--- config.mk ---
export PLATFORM = sky130hd
export DESIGN_NAME = ex_stage
export DESIGN_NICKNAME = d
export VERILOG_FILES = /design/src/rtl/ex_stage.sv
export SDC_FILE = /design/constraint.sdc
export NUM_CORES = 1
export LEC_CHECK = 0
export BUFFER_PORTS_ARGS = -buffer_cell sky130_fd_sc_hd__buf_4
export CORE_MARGIN = 1
export CORE_UTILIZATION = 51
export DETAILED_ROUTE_END_ITERATION = 6
export GPL_TIMING_DRIVEN = 0
export PLACE_DENSITY = 0.77
export SYNTH_ARGS = -nofsm -noshare
export SYNTH_HDL_FRONTEND = slang
export SYNTH_SLANG_ARGS = --single-unit
--- constraint.sdc ---
create_clock -name clk -period 3.1 [get_ports clk]
set_clock_uncertainty 0.05 [all_clocks]
set_input_delay 0.465 -clock clk [delete_from_list [all_inputs] [get_ports clk]]
set_output_delay 0.465 -clock clk [all_outputs]
set_load 0.02 [all_outputs]
--- src/rtl/ex_stage.sv ---
// rtl/ex_stage.sv - two-slot execute stage: operand hold (X) and registered result (M)
// Optional build macro: EX_FORWARD_EN (forward M result into X operands).
module ex_stage #(
  parameter int DATA_WIDTH = 32
) (
  input  logic                  clk,
  input  logic                  rst,
  // decode -> EX
  input  logic                  in_valid,
  output logic                  in_ready,
  input  logic [DATA_WIDTH-1:0] in_pc,
  input  logic [DATA_WIDTH-1:0] in_rs1_val,
  input  logic [DATA_WIDTH-1:0] in_rs2_val,
  input  logic [DATA_WIDTH-1:0] in_imm,
  input  logic                  in_a_sel,
  input  logic                  in_b_sel,
  input  logic [3:0]            in_alu_op,
  input  logic [4:0]            in_rs1,
  input  logic [4:0]            in_rs2,
  input  logic [4:0]            in_rd,
  input  logic                  in_wen,
  input  logic                  in_is_branch,
  input  logic [2:0]            in_funct3,
  input  logic                  flush,
  // external ALU
  output logic [DATA_WIDTH-1:0] alu_A,
  output logic [DATA_WIDTH-1:0] alu_B,
  output logic [3:0]            alu_op,
  input  logic [DATA_WIDTH-1:0] alu_result,
  input  logic                  alu_zero,
  // EX -> MEM
  output logic                  out_valid,
  input  logic                  out_ready,
  output logic [DATA_WIDTH-1:0] out_result,
  output logic [DATA_WIDTH-1:0] out_br_target,
  output logic [4:0]            out_rd,
  output logic                  out_wen,
  output logic                  out_br_taken
);

  // slot X: the instruction currently driving the ALU
  logic                  x_valid;
  logic [DATA_WIDTH-1:0] x_pc;
  logic [DATA_WIDTH-1:0] x_rs1_val;
  logic [DATA_WIDTH-1:0] x_rs2_val;
  logic [DATA_WIDTH-1:0] x_imm;
  logic                  x_a_sel;
  logic                  x_b_sel;
  logic [3:0]            x_alu_op;
  logic [4:0]            x_rs1;
  logic [4:0]            x_rs2;
  logic [4:0]            x_rd;
  logic                  x_wen;
  logic                  x_is_branch;
  logic [2:0]            x_funct3;

  // slot M: registered results presented downstream
  logic                  m_valid;
  logic [DATA_WIDTH-1:0] m_result;
  logic [DATA_WIDTH-1:0] m_br_target;
  logic [4:0]            m_rd;
  logic                  m_wen;
  logic                  m_br_taken;

  logic                  m_accept;
  logic                  x_to_m;
  logic                  x_accept;
  logic [DATA_WIDTH-1:0] rs1_op;
  logic [DATA_WIDTH-1:0] rs2_op;
  logic [DATA_WIDTH-1:0] br_target;
  logic                  br_taken;

  // M can take a new result when empty or when its current one leaves this cycle
  assign m_accept = !m_valid || out_ready;
  assign x_to_m   = x_valid && m_accept && !flush;
  assign in_ready = !rst && !flush && (!x_valid || m_accept);
  assign x_accept = in_valid && in_ready;

`ifdef EX_FORWARD_EN
  logic fwd_ok;
  logic fwd_rs1;
  logic fwd_rs2;

  // the older instruction in M writes a register X is about to read
  assign fwd_ok  = m_valid && m_wen && (m_rd != 5'd0);
  assign fwd_rs1 = fwd_ok && (x_rs1 == m_rd);
  assign fwd_rs2 = fwd_ok && (x_rs2 == m_rd);
  assign rs1_op  = fwd_rs1 ? m_result : x_rs1_val;
  assign rs2_op  = fwd_rs2 ? m_result : x_rs2_val;
`else
  assign rs1_op  = x_rs1_val;
  assign rs2_op  = x_rs2_val;
`endif

  assign alu_A     = x_a_sel ? x_pc : rs1_op;
  assign alu_B     = x_b_sel ? x_imm : rs2_op;
  assign alu_op    = x_alu_op;
  assign br_target = x_pc + x_imm;

  // branch decision from ALU flags; non-branches and reserved funct3 never take
  always_comb begin
    br_taken = 1'b0;
    if (x_is_branch) begin
      case (x_funct3)
        3'b000:         br_taken = alu_zero;
        3'b001:         br_taken = !alu_zero;
        3'b100, 3'b110: br_taken = alu_result[0];
        3'b101, 3'b111: br_taken = !alu_result[0];
        default:        br_taken = 1'b0;
      endcase
    end
  end

  // slot X: load on accept, empty when it moves to M, cleared by flush
  always_ff @(posedge clk) begin
    if (rst) begin
      x_valid     <= 1'b0;
      x_pc        <= '0;
      x_rs1_val   <= '0;
      x_rs2_val   <= '0;
      x_imm       <= '0;
      x_a_sel     <= 1'b0;
      x_b_sel     <= 1'b0;
      x_alu_op    <= 4'd0;
      x_rs1       <= 5'd0;
      x_rs2       <= 5'd0;
      x_rd        <= 5'd0;
      x_wen       <= 1'b0;
      x_is_branch <= 1'b0;
      x_funct3    <= 3'd0;
    end else if (flush) begin
      x_valid     <= 1'b0;
    end else if (x_accept) begin
      x_valid     <= 1'b1;
      x_pc        <= in_pc;
      x_rs1_val   <= in_rs1_val;
      x_rs2_val   <= in_rs2_val;
      x_imm       <= in_imm;
      x_a_sel     <= in_a_sel;
      x_b_sel     <= in_b_sel;
      x_alu_op    <= in_alu_op;
      x_rs1       <= in_rs1;
      x_rs2       <= in_rs2;
      x_rd        <= in_rd;
      x_wen       <= in_wen;
      x_is_branch <= in_is_branch;
      x_funct3    <= in_funct3;
    end else if (x_to_m) begin
      x_valid     <= 1'b0;
    end
  end

  // slot M: capture ALU/branch results from X, hold while downstream stalls
  always_ff @(posedge clk) begin
    if (rst) begin
      m_valid     <= 1'b0;
      m_result    <= '0;
      m_br_target <= '0;
      m_rd        <= 5'd0;
      m_wen       <= 1'b0;
      m_br_taken  <= 1'b0;
    end else if (flush) begin
      m_valid     <= 1'b0;
    end else if (x_to_m) begin
      m_valid     <= 1'b1;
      m_result    <= alu_result;
      m_br_target <= br_target;
      m_rd        <= x_rd;
      m_wen       <= x_wen && !x_is_branch;
      m_br_taken  <= br_taken;
    end else if (out_ready) begin
      m_valid     <= 1'b0;
    end
  end

  assign out_valid     = m_valid;
  assign out_result    = m_result;
  assign out_br_target = m_br_target;
  assign out_rd        = m_rd;
  assign out_wen       = m_wen;
  assign out_br_taken  = m_br_taken;

endmodule

==> run metrics, run 1 <==
status=complete, no violations; Mapped Nets=1456; r2r worst-path depth=10; PD cells=495 nW/um^2; Core Footprint=18900 um^2; Placed Instances=1813; DRC=0; GRT Total Usage=31.6%; number of synthesized flops with an enable pin=0; most frequent cell after synthesis=nand2_1; post-DP HPWL=25100 um; Worst EP required=3.46 ns; Avg Inst Size Synth=8.04 um^2; share of layout cells above drive strength 1=28.9%; Final GP Congestion=0.898; Root Buffer=clkbuf_16; Worst R2R Setup Slack=0.20 ns; leakage power=5.70 nW; fin nets=1805; design area=13500 um^2; Worst-Margin Slew=0.865 ns; Endpoint, Worst Hold=out_valid$_SDFFE_PP0P_; Multi-input gate area=5200 um^2; routed len/inst=17.5 um; WL final=32500 um; maximum fanout along the worst path=4; io pins=333; number of synthesized register bits=217; DR pass1 iterations=5; crit path DAT=3.26 ns; IO buf count=321; Die Span X=141 um; Synth top area share=43.9%; Synth area leaders=dfxtp_1, nand2_1, a21oi_1; hold path cells=2; Final Hold Fails=0; largest net degree at the start of global routing=15; area added between synthesis and finish=36.5%; Tcrit/Tclk final=93.6%; clk buf depth=3; crit end category=flip-flop; setup violators final=0; Via Count=9961; Worst path slowest cell=fa_1; placed cell areas=12600 um^2; Post-synth top cells=nand2_1, a21oi_1, dfxtp_1; H-tree depth=1; Initial Utilization=52.4%; vias per cell=5.36; CTS tree=yes; fin crit period=2.90 ns; FF/Latch Area=4350 um^2; die area=20000 um^2; clock sinks=217; Slew HR=42.3%; RSZ-0062 raised after global routing=no; setup TNS=0 ns; Slew Viols, Final=0; Final ANT Viol Nets=0; Hold Path Class=in -> reg; ys async rst share=0%; final non-filler cell total=1860; Cell Rows=50; CP bufs+invs=0; max-cap viol count=0; cell taking the most area after synthesis=dfxtp_1; reg-to-reg endpoint=out_br_target[26]$_SDFFE_PP0P_; fillers=1569; slowest stage delay, CP=0.42 ns; WS Path Type=reg -> reg; CP Cell Sequence=ha_2, fa_1, a21oi_2, o211ai_2, a32oi_2, a21oi_4, o2111ai_4, a21oi_1, or3_1, a41o_1; Max Fclk=345 MHz; yosys warns=0; Synth Cell Area=9910 um^2; first-pass GRT wire length=49200 um; min-delay src=flush; 1st-iter DRT viols=431; count of cell types in the netlist=70; sequential fraction of the synthesis area=43.9%; critical path launch point type=flip-flop; cts bufs inserted=24; worst skew pair latency=0.52 ns; initial antenna violation count=2; Gate Count Post-Synth=1232; dominant synthesized flop cell=dfxtp_1; Die H=141 um; FF-to-FF Start=x_pc[0]$_SDFFE_PP0P_; CP top delay family=compound AO/OA/AOI/OAI gates; Clock transition at path regs=0.06 ns; gr ovfl total=0; vias in the first global route=9394; Peak VDD IR=0.410 mV
registers in the layout (all words and copies together) (netlist names), 3 cells and up:
register       count
out_br_target     32
out_result        32
rs1_op            32
rs2_op            32
x_imm             32
x_pc              32
out_rd             5
x_rd               5
alu_op             4
x_funct3           3
power by group:
group	internal, mW	total (mW)	switching (mW)
Clock	1.90	3.05	1.16
Sequential	2.87	2.93	0.0603
Combinational	0.331	0.710	0.380
placed cells by master (no fill, tap or decap), drive strengths merged, types with 14 or more instances in the layout:
master | netlist | final
a21o | 14 | 14
a21oi | 236 | 236
buf | 8 | 331
clkbuf | 76 | 107
dfxtp | 217 | 217
ha | 31 | 31
mux2 | 64 | 64
nand2 | 424 | 424
nand3 | 15 | 15
nor2 | 17 | 17
xnor2 | 17 | 17
cells by family (layout without fill, tap and decap cells):
| kind of cell | after synthesis | in the layout | share of synthesized area, % |
|---|---|---|---|
| AO/OA/AOI/OAI | 309 | 309 | 18.6 |
| XOR/XNOR | 26 | 26 | 2.30 |
| adder cells (fa/ha/maj) | 32 | 32 | 4.12 |
| buffers and inverters | 94 | 460 | 3.65 |
| flip-flops | 217 | 217 | 43.9 |
| multiplexers | 66 | 66 | 7.48 |
| other | 0 | 2 | 0 |
| AND/OR/NAND/NOR | 488 | 488 | 20.0 |
worst max-delay path by stage:
stage / from / end / slack (ns) / cells after the start
after detailed placement: x_pc[0]$_SDFFE_PP0P_ / out_br_target[26]$_SDFFE_PP0P_ / 0.06 / 10
after global routing: x_imm[0]$_SDFFE_PP0P_ / out_br_target[30]$_SDFFE_PP0P_ / 0.04 / 11
after floorplan: x_pc[0]$_SDFFE_PP0P_ / out_br_target[26]$_SDFFE_PP0P_ / 0.45 / 10
after CTS: x_pc[0]$_SDFFE_PP0P_ / out_br_target[26]$_SDFFE_PP0P_ / 0.02 / 10
after global placement: x_pc[0]$_SDFFE_PP0P_ / out_br_target[26]$_SDFFE_PP0P_ / 0.08 / 10
final: x_pc[0]$_SDFFE_PP0P_ / out_br_target[26]$_SDFFE_PP0P_ / 0.20 / 10
area by class of cell:
type | count | area share (%)
Multi-Input combinational cell | 921 | 38.5
Sequential cell | 217 | 32.1
Timing Repair Buffer | 323 | 17.9
Clock buffer | 31 | 5.09
Tap cell | 260 | 2.41
Buffer | 84 | 2.40
Clock inverter | 12 | 1.23
Inverter | 10 | 0.278
Antenna cell | 2 | 0.0370
through the flow:
stage | hold slack, ns | setup slack [ns] | utilization [%] | power [mW]
after floorplan | 0.382 | 0.449 | - | 3.32
after global placement | 0.387 | 0.0785 | 66.9 | 3.68
after detailed placement | 0.394 | 0.0604 | 66.9 | 3.69
after CTS | 0.0888 | 0.0247 | 71.4 | 6.70
after global routing | 0.107 | 0.0367 | 71.5 | 6.89
final | 0.101 | 0.199 | 71.6 | 6.69
what timing repair did:
item / CTS / global route
hold buffers: 0 / 0
resized for setup: 0 / 2
endpoints found under the setup margin: 0 / 3
buffers inserted: 0 / 2
layer usage:
metal	vias up	track usage (%)	share of wire, %
li1	4881	-	-
met1	4625	38.1	40
met2	400	55.0	48
met3	55	7.59	8.4
met4	0	10.8	2.8
met5	-	0	0
No activity file was read; power rests on OpenSTA's default activity.
==> run 2: changes to the inputs <==
--- a/config.mk
+++ b/config.mk
@@ -7,10 +7,10 @@
 export LEC_CHECK = 0
 export BUFFER_PORTS_ARGS = -buffer_cell sky130_fd_sc_hd__buf_4
 export CORE_MARGIN = 1
-export CORE_UTILIZATION = 51
+export CORE_UTILIZATION = 46
 export DETAILED_ROUTE_END_ITERATION = 6
 export GPL_TIMING_DRIVEN = 0
-export PLACE_DENSITY = 0.77
+export PLACE_DENSITY = 0.73
 export SYNTH_ARGS = -nofsm -noshare
 export SYNTH_HDL_FRONTEND = slang
 export SYNTH_SLANG_ARGS = --single-unit
==> constraint.sdc (replaced) <==
create_clock -name clk -period 2.4 [get_ports clk]
set_clock_uncertainty 0.05 [all_clocks]
set_input_delay 0.12 -clock clk [delete_from_list [all_inputs] [get_ports clk]]
set_output_delay 0.12 -clock clk [all_outputs]
set_load 0.02 [all_outputs]
==> run metrics, run 2 (same netlist as run 1, synthesis figures left out) <==
Cell Rows=53 (+6.0%); Max Fclk=372 MHz (+8.0%); 1st-iter DRT viols=527 (+22%); fin crit period=2.69 ns (-0.215 ns); setup violators final=13 (+13); first-pass GRT wire length=56800 um (+15%); crit end category=flip-flop; leakage power=6.56 nW (+15%); GRT Total Usage=32.9% (+1.3 points); CP top delay family=compound AO/OA/AOI/OAI gates; IO buf count=321 (unchanged); max-cap viol count=0 (unchanged); fin nets=2001 (+11%); vias per cell=5.33 (-0.51%); fillers=1496 (-4.7%); Die Span X=149 um (+5.2%); Worst EP required=2.75 ns (-0.71 ns); Pint=6.38 mW (+25%); Sw Ratio=25.3% (+1.4 points); critical path launch point type=flip-flop; setup slack after layout=-0.286 ns (-0.485 ns); FF/Latch Area=4380 um^2 (+0.86%); most used cell, CP=a21oi_2; DRC=0 (unchanged); Via Count=11029 (+11%); clock sinks=217 (unchanged); Sequential Power Share=44.3% (+0.6 points); routed len/inst=18.2 um (+4.3%); Die H=149 um (+5.2%); WS Path Type=reg -> reg; Peak VDD IR=0.408 mV (-0.63%); Core Footprint=21100 um^2 (+12%); CP Cell Sequence=ha_4, fa_2, a21oi_2, o211ai_2, a32oi_2, a21oi_4, o2111ai_4, a21oi_2, or3_4, a41o_1; status=finished, violations left; Final ANT Viol Nets=0 (unchanged); DR pass1 iterations=5 (unchanged); vias in the first global route=10803 (+15%); clk buf depth=3 (unchanged); commonest non-fill, non-tap cell in the layout=nand2_1; io pins=333 (unchanged); Slew HR=43.4% (+1.1 points); largest net degree at the start of global routing=14 (-1); Final Hold Fails=0 (unchanged); RSZ-0062 raised after global routing=yes; Sw Pwr=2.15 mW (+35%); Hold Path Class=in -> reg; die area=22100 um^2 (+11%); most frequent cells in the layout=nand2_1, buf_4, a21oi_1, dfxtp_1, dlygate4sd3_1; CP bufs+invs=0 (unchanged); power share of the clock group=41.3% (-4.3 points); Final GP Congestion=0.883 (-1.7%); share of layout cells above drive strength 1=31.1% (+2.2 points); worst skew pair latency=0.52 ns (about the same); fin util=74.6% (+3.1 points); maximum fanout along the worst path=4 (unchanged); setup TNS=-1.48 ns (-1.48 ns); Root Buffer=clkbuf_16; design area=15700 um^2 (+16%); violations in the final reports=negative setup slack; CTS tree=yes; Worst path slowest cell=dfxtp_4; gr ovfl total=0 (unchanged); Tcrit/Tclk final=112% (+18 points); Clock transition at path regs=0.06 ns (about the same); Worst-Margin Slew=0.849 ns (-0.0165 ns); placed cell areas=12700 um^2 (+0.32%); cts bufs inserted=23 (-4.2%); slowest stage delay, CP=0.36 ns (-0.06 ns); H-tree depth=1 (unchanged); Slew Viols, Final=0 (unchanged); Multi-input gate area=5510 um^2 (+5.9%); final non-filler cell total=2070 (+11%); Placed Instances=1828 (+0.83%); Initial Utilization=47.0% (-5.5 points); hold slack final=0.0189 ns (-0.0820 ns); PD cells=542 nW/um^2 (+9.5%); WL final=37800 um (+16%); initial antenna violation count=0 (-2); area added between synthesis and finish=58.9%; Logic pwr share=14.4% (+3.8 points); crit path DAT=3.04 ns (-0.22 ns); post-DP HPWL=25700 um (+2.2%)
## run 2: cell type report
cell class / count / share of cell area (%)
Multi-Input combinational cell: 921 / 35.0
Clock buffer: 33 / 4.21
Inverter: 10 / 0.238
Tap cell: 275 / 2.19
Timing Repair Buffer: 524 / 27.9
Clock inverter: 9 / 0.493
Antenna cell: 1 / 0.0159
Buffer: 80 / 2.09
Sequential cell: 217 / 27.8
## run 2: path summary, 6_finish.rpt
| kind | startpoint | end | slack [ns] | cells past startpoint |
|---|---|---|---|---|
| worst min register to register | rs1_op[21]$_SDFFE_PP0P_ | rs1_op[21]$_SDFFE_PP0P_ | 0.40 | 2 |
| worst max-delay path | x_imm[0]$_SDFFE_PP0P_ | out_br_target[26]$_SDFFE_PP0P_ | -0.29 | 10 |
| worst max register to register | x_imm[0]$_SDFFE_PP0P_ | out_br_target[26]$_SDFFE_PP0P_ | -0.29 | 10 |
| worst min-delay path | alu_zero | out_br_taken$_SDFFE_PP0P_ | 0.02 | 5 |
## run 2: what timing repair did
item,in CTS,in global routing
setup buffers,13,11
pin swaps,19,17
resized for setup,57,43
hold endpoints to repair,178,0
setup endpoints to repair,195,79
hold buffers,179,0
## run 2: per-layer routing
layer | up-vias | part of all wire (%) | GRT usage [%]
li1 | 5273 | - | -
met1 | 5131 | 40 | 38.8
met2 | 509 | 48 | 58.6
met3 | 116 | 6.9 | 6.15
met4 | 0 | 4.6 | 13.2
met5 | - | 0 | 0
## run 2: power by group through the flow
stage,combinational (mW),clock [mW],sequential (mW)
after floorplan,0.438,0,3.85
after global placement,0.910,0,3.85
after detailed placement,0.918,0,3.86
after CTS,1.18,3.54,3.78
after global routing,1.31,3.69,3.79
final,1.23,3.52,3.78
## run 2: stage by stage
| stage | power, mW | worst slack (ns) |
|---|---|---|
| floorplan | 4.29 | -0.0984 |
| global placement | 4.76 | -0.381 |
| detailed placement | 4.78 | -0.412 |
| CTS | 8.50 | -0.256 |
| global route | 8.79 | -0.377 |
| finish | 8.53 | -0.286 |
## run 2: worst min-delay path, stage by stage
cell,delay [ns]
buf_4,0.08
xnor2_1,0.11
o31ai_1,0.07
nand3_1,0.08
a21oi_1,0.06
==> run 3: changes to the inputs <==
==> config.mk (replaced) <==
export PLATFORM = sky130hd
export DESIGN_NAME = ex_stage
export DESIGN_NICKNAME = d
export VERILOG_FILES = /design/src/rtl/ex_stage.sv
export SDC_FILE = /design/constraint.sdc
export NUM_CORES = 1
export LEC_CHECK = 0
export CORE_MARGIN = 1
export CORE_UTILIZATION = 55
export DETAILED_ROUTE_END_ITERATION = 6
export DONT_BUFFER_PORTS = 1
export GPL_TIMING_DRIVEN = 0
export PLACE_DENSITY = 0.69
export SYNTH_ARGS = -nofsm -noshare
export SYNTH_HDL_FRONTEND = slang
export SYNTH_SLANG_ARGS = --single-unit
==> run metrics, run 3 (same netlist as run 1, synthesis figures left out) <==
status=finished, violations left; violations in the final reports=negative setup slack; gr ovfl total=0 (unchanged); FF/Latch Area=4380 um^2 (about the same); Final ANT Viol Nets=0 (unchanged); r2r worst-path depth=10 (unchanged); area added between synthesis and finish=34.9%; Place WS=-0.855 ns (-0.444 ns); Die Span X=136 um (-8.4%); Worst-Margin Slew=0.956 ns (+0.108 ns); GRT Total Usage=34.2% (+1.3 points); clk buf depth=3 (unchanged); CP Cell Sequence=ha_4, fa_2, a21oi_2, o211ai_2, a32oi_2, a21oi_4, o2111ai_4, a21oi_2, or3_1, a41o_1; most used cell, CP=a21oi_2; Worst EP required=2.74 ns (about the same); clock sinks=217 (unchanged); setup violators final=13 (unchanged); design area=13400 um^2 (-15%); ant diodes=0 (-1); Pint=6.11 mW (-4.1%); CTS tree=yes; Multi-input gate area=5520 um^2 (+0.25%); largest net degree at the start of global routing=15 (+1); most frequent cells in the layout=nand2_1, a21oi_1, dfxtp_1, dlygate4sd3_1, mux2_2; Die H=136 um (-8.4%); maximum fanout along the worst path=4 (unchanged); CP top delay family=compound AO/OA/AOI/OAI gates; total power=8.16 mW (-4.4%); critical path launch point type=flip-flop; Worst R2R Setup Slack=-0.25 ns (+0.03 ns); cts bufs inserted=23 (unchanged); share of layout cells above drive strength 1=16.0% (-15 points); vias per cell=5.77 (+8.3%); Peak VDD IR=0.677 mV (+66%); Final Hold Fails=0 (unchanged); RSZ-0062 raised after global routing=yes; CP bufs+invs=0 (unchanged); reg-to-reg endpoint=out_br_target[26]$_SDFFE_PP0P_; WL final=33600 um (-11%); crit end category=flip-flop; Clock transition at path regs=0.06 ns (about the same); Sequential Power Share=46.7% (+2.4 points); leakage power=4.98 nW (-24%); Endpoint, Worst Hold=out_br_target[26]$_SDFFE_PP0P_; Logic pwr share=10.8% (-3.6 points); routed len/inst=19.7 um (+7.8%); power share of the clock group=42.6% (+1.3 points); Via Count=9858 (-11%); hold path cells=3 (-2); setup TNS=-1.61 ns (-0.129 ns); IO buf count=0 (-100%); fillers=1207 (-19%); Sw Pwr=2.04 mW (-5.2%); commonest non-fill, non-tap cell in the layout=nand2_1; Root Buffer=clkbuf_16; worst skew pair latency=0.50 ns (-0.02 ns); post-DP HPWL=21800 um (-15%); WS Path Type=reg -> reg; Sw Ratio=25.0% (-0.21 points); 1st-iter DRT viols=575 (+9.1%); slowest stage delay, CP=0.35 ns (about the same); min-delay src=flush; Slew HR=36.2% (-7.2 points); Tcrit/Tclk final=111% (-1.4 points); io pins=333 (unchanged); max-cap viol count=0 (unchanged); Max Fclk=377 MHz (+1.3%); Initial Utilization=56.9% (+9.9 points); DR pass1 iterations=5 (unchanged); H-tree depth=1 (unchanged); vias in the first global route=9656 (-11%); hold slack final=0.107 ns (+0.0884 ns); crit path DAT=2.99 ns (-0.05 ns); Cell Rows=48 (-9.4%); fin crit period=2.65 ns (-0.0335 ns); die area=18600 um^2 (-16%); DRC=0 (unchanged); first-pass GRT wire length=49200 um (-13%); Core Footprint=17400 um^2 (-17%); Final GP Congestion=0.887 (+0.49%); fin nets=1693 (-15%); FF-to-FF Start=x_pc[0]$_SDFFE_PP0P_; Slew Viols, Final=0 (unchanged); Worst path slowest cell=dfxtp_4; Hold Path Class=in -> reg; PD cells=611 nW/um^2 (+13%); initial antenna violation count=1 (+1); setup slack after layout=-0.253 ns (+0.0335 ns); placed cell areas=10200 um^2 (-19%)
## run 3: changes by cell type in the layout (fill, tap and decap cells not counted), moves of 3 or more
cell,delta
nand3_1,+3
dfxtp_2,-8
dfxtp_1,+5
buf_4,-309
dfxtp_4,+3
nand3_2,-3
## run 3: metal layers
layer / GRT usage [%] / up-vias / wire length, um
met4: 16.9 / 0 / 1640
met1: 40.0 / 4587 / 13000
li1: - / 4663 / -
met5: 0 / - / 0
met2: 59.4 / 497 / 16100
met3: 6.90 / 111 / 2830
## run 3: power groups by stage
| stage | Clock [mW] | Combinational [mW] | Sequential, mW |
|---|---|---|---|
| floorplan | 0 | 0.438 | 3.85 |
| global placement | 0 | 0.559 | 3.88 |
| detailed placement | 0 | 0.565 | 3.88 |
| CTS | 3.48 | 0.842 | 3.80 |
| global route | 3.62 | 0.941 | 3.81 |
| finish | 3.47 | 0.880 | 3.81 |
## run 3: worst max path at each step
| stage | from | slack, ns | cells after the start | endpoint |
|---|---|---|---|---|
| after floorplan | x_imm[0]$_SDFFE_PP0P_ | -0.1 | 10 | out_br_target[26]$_SDFFE_PP0P_ |
| after global placement | out_valid$_SDFFE_PP0P_ | -0.79 | 7 | rs2_op[12]$_SDFFE_PP0P_ |
| after detailed placement | out_valid$_SDFFE_PP0P_ | -0.86 | 8 | x_imm[30]$_SDFFE_PP0P_ |
| after CTS | x_imm[0]$_SDFFE_PP0P_ | -0.33 | 10 | out_br_target[26]$_SDFFE_PP0P_ |
| after global routing | x_imm[0]$_SDFFE_PP0P_ | -0.32 | 10 | out_br_target[26]$_SDFFE_PP0P_ |
| final | x_pc[0]$_SDFFE_PP0P_ | -0.25 | 10 | out_br_target[26]$_SDFFE_PP0P_ |
## run 3: per-stage QoR
step,utilization (%),cells
floorplan,-,1232
global placement,58.6,1457
detailed placement,58.6,1457
CTS,75.9,1704
global route,76.7,1708
finish,76.7,1708
## run 3: what timing repair did
action / 4_1_cts / 5_1_grt
hold buffers: 181 / 0
cloned: 0 / 0
pin swaps: 28 / 18
gates resized for setup: 63 / 33
hold endpoints to repair: 179 / 0
setup buffers: 28 / 6
endpoints found under the setup margin: 181 / 111
## run 3: final cells by class
type | instances | area share, %
sequential | 217 | 32.8
clock inverter | 8 | 0.534
clock buffer | 31 | 4.91
buffer | 81 | 2.50
inverter | 10 | 0.281
tap | 225 | 2.11
multi-input combinational | 921 | 41.4
timing repair buffer | 215 | 15.5
## run 3: worst reg2reg max path: cells and delay by family (launching register included)
kind            cells  cell delay (ns)
simple gates        1             0.35
fa+ha+maj           2             0.51
compound gates      7             1.30
flops               1             0.35
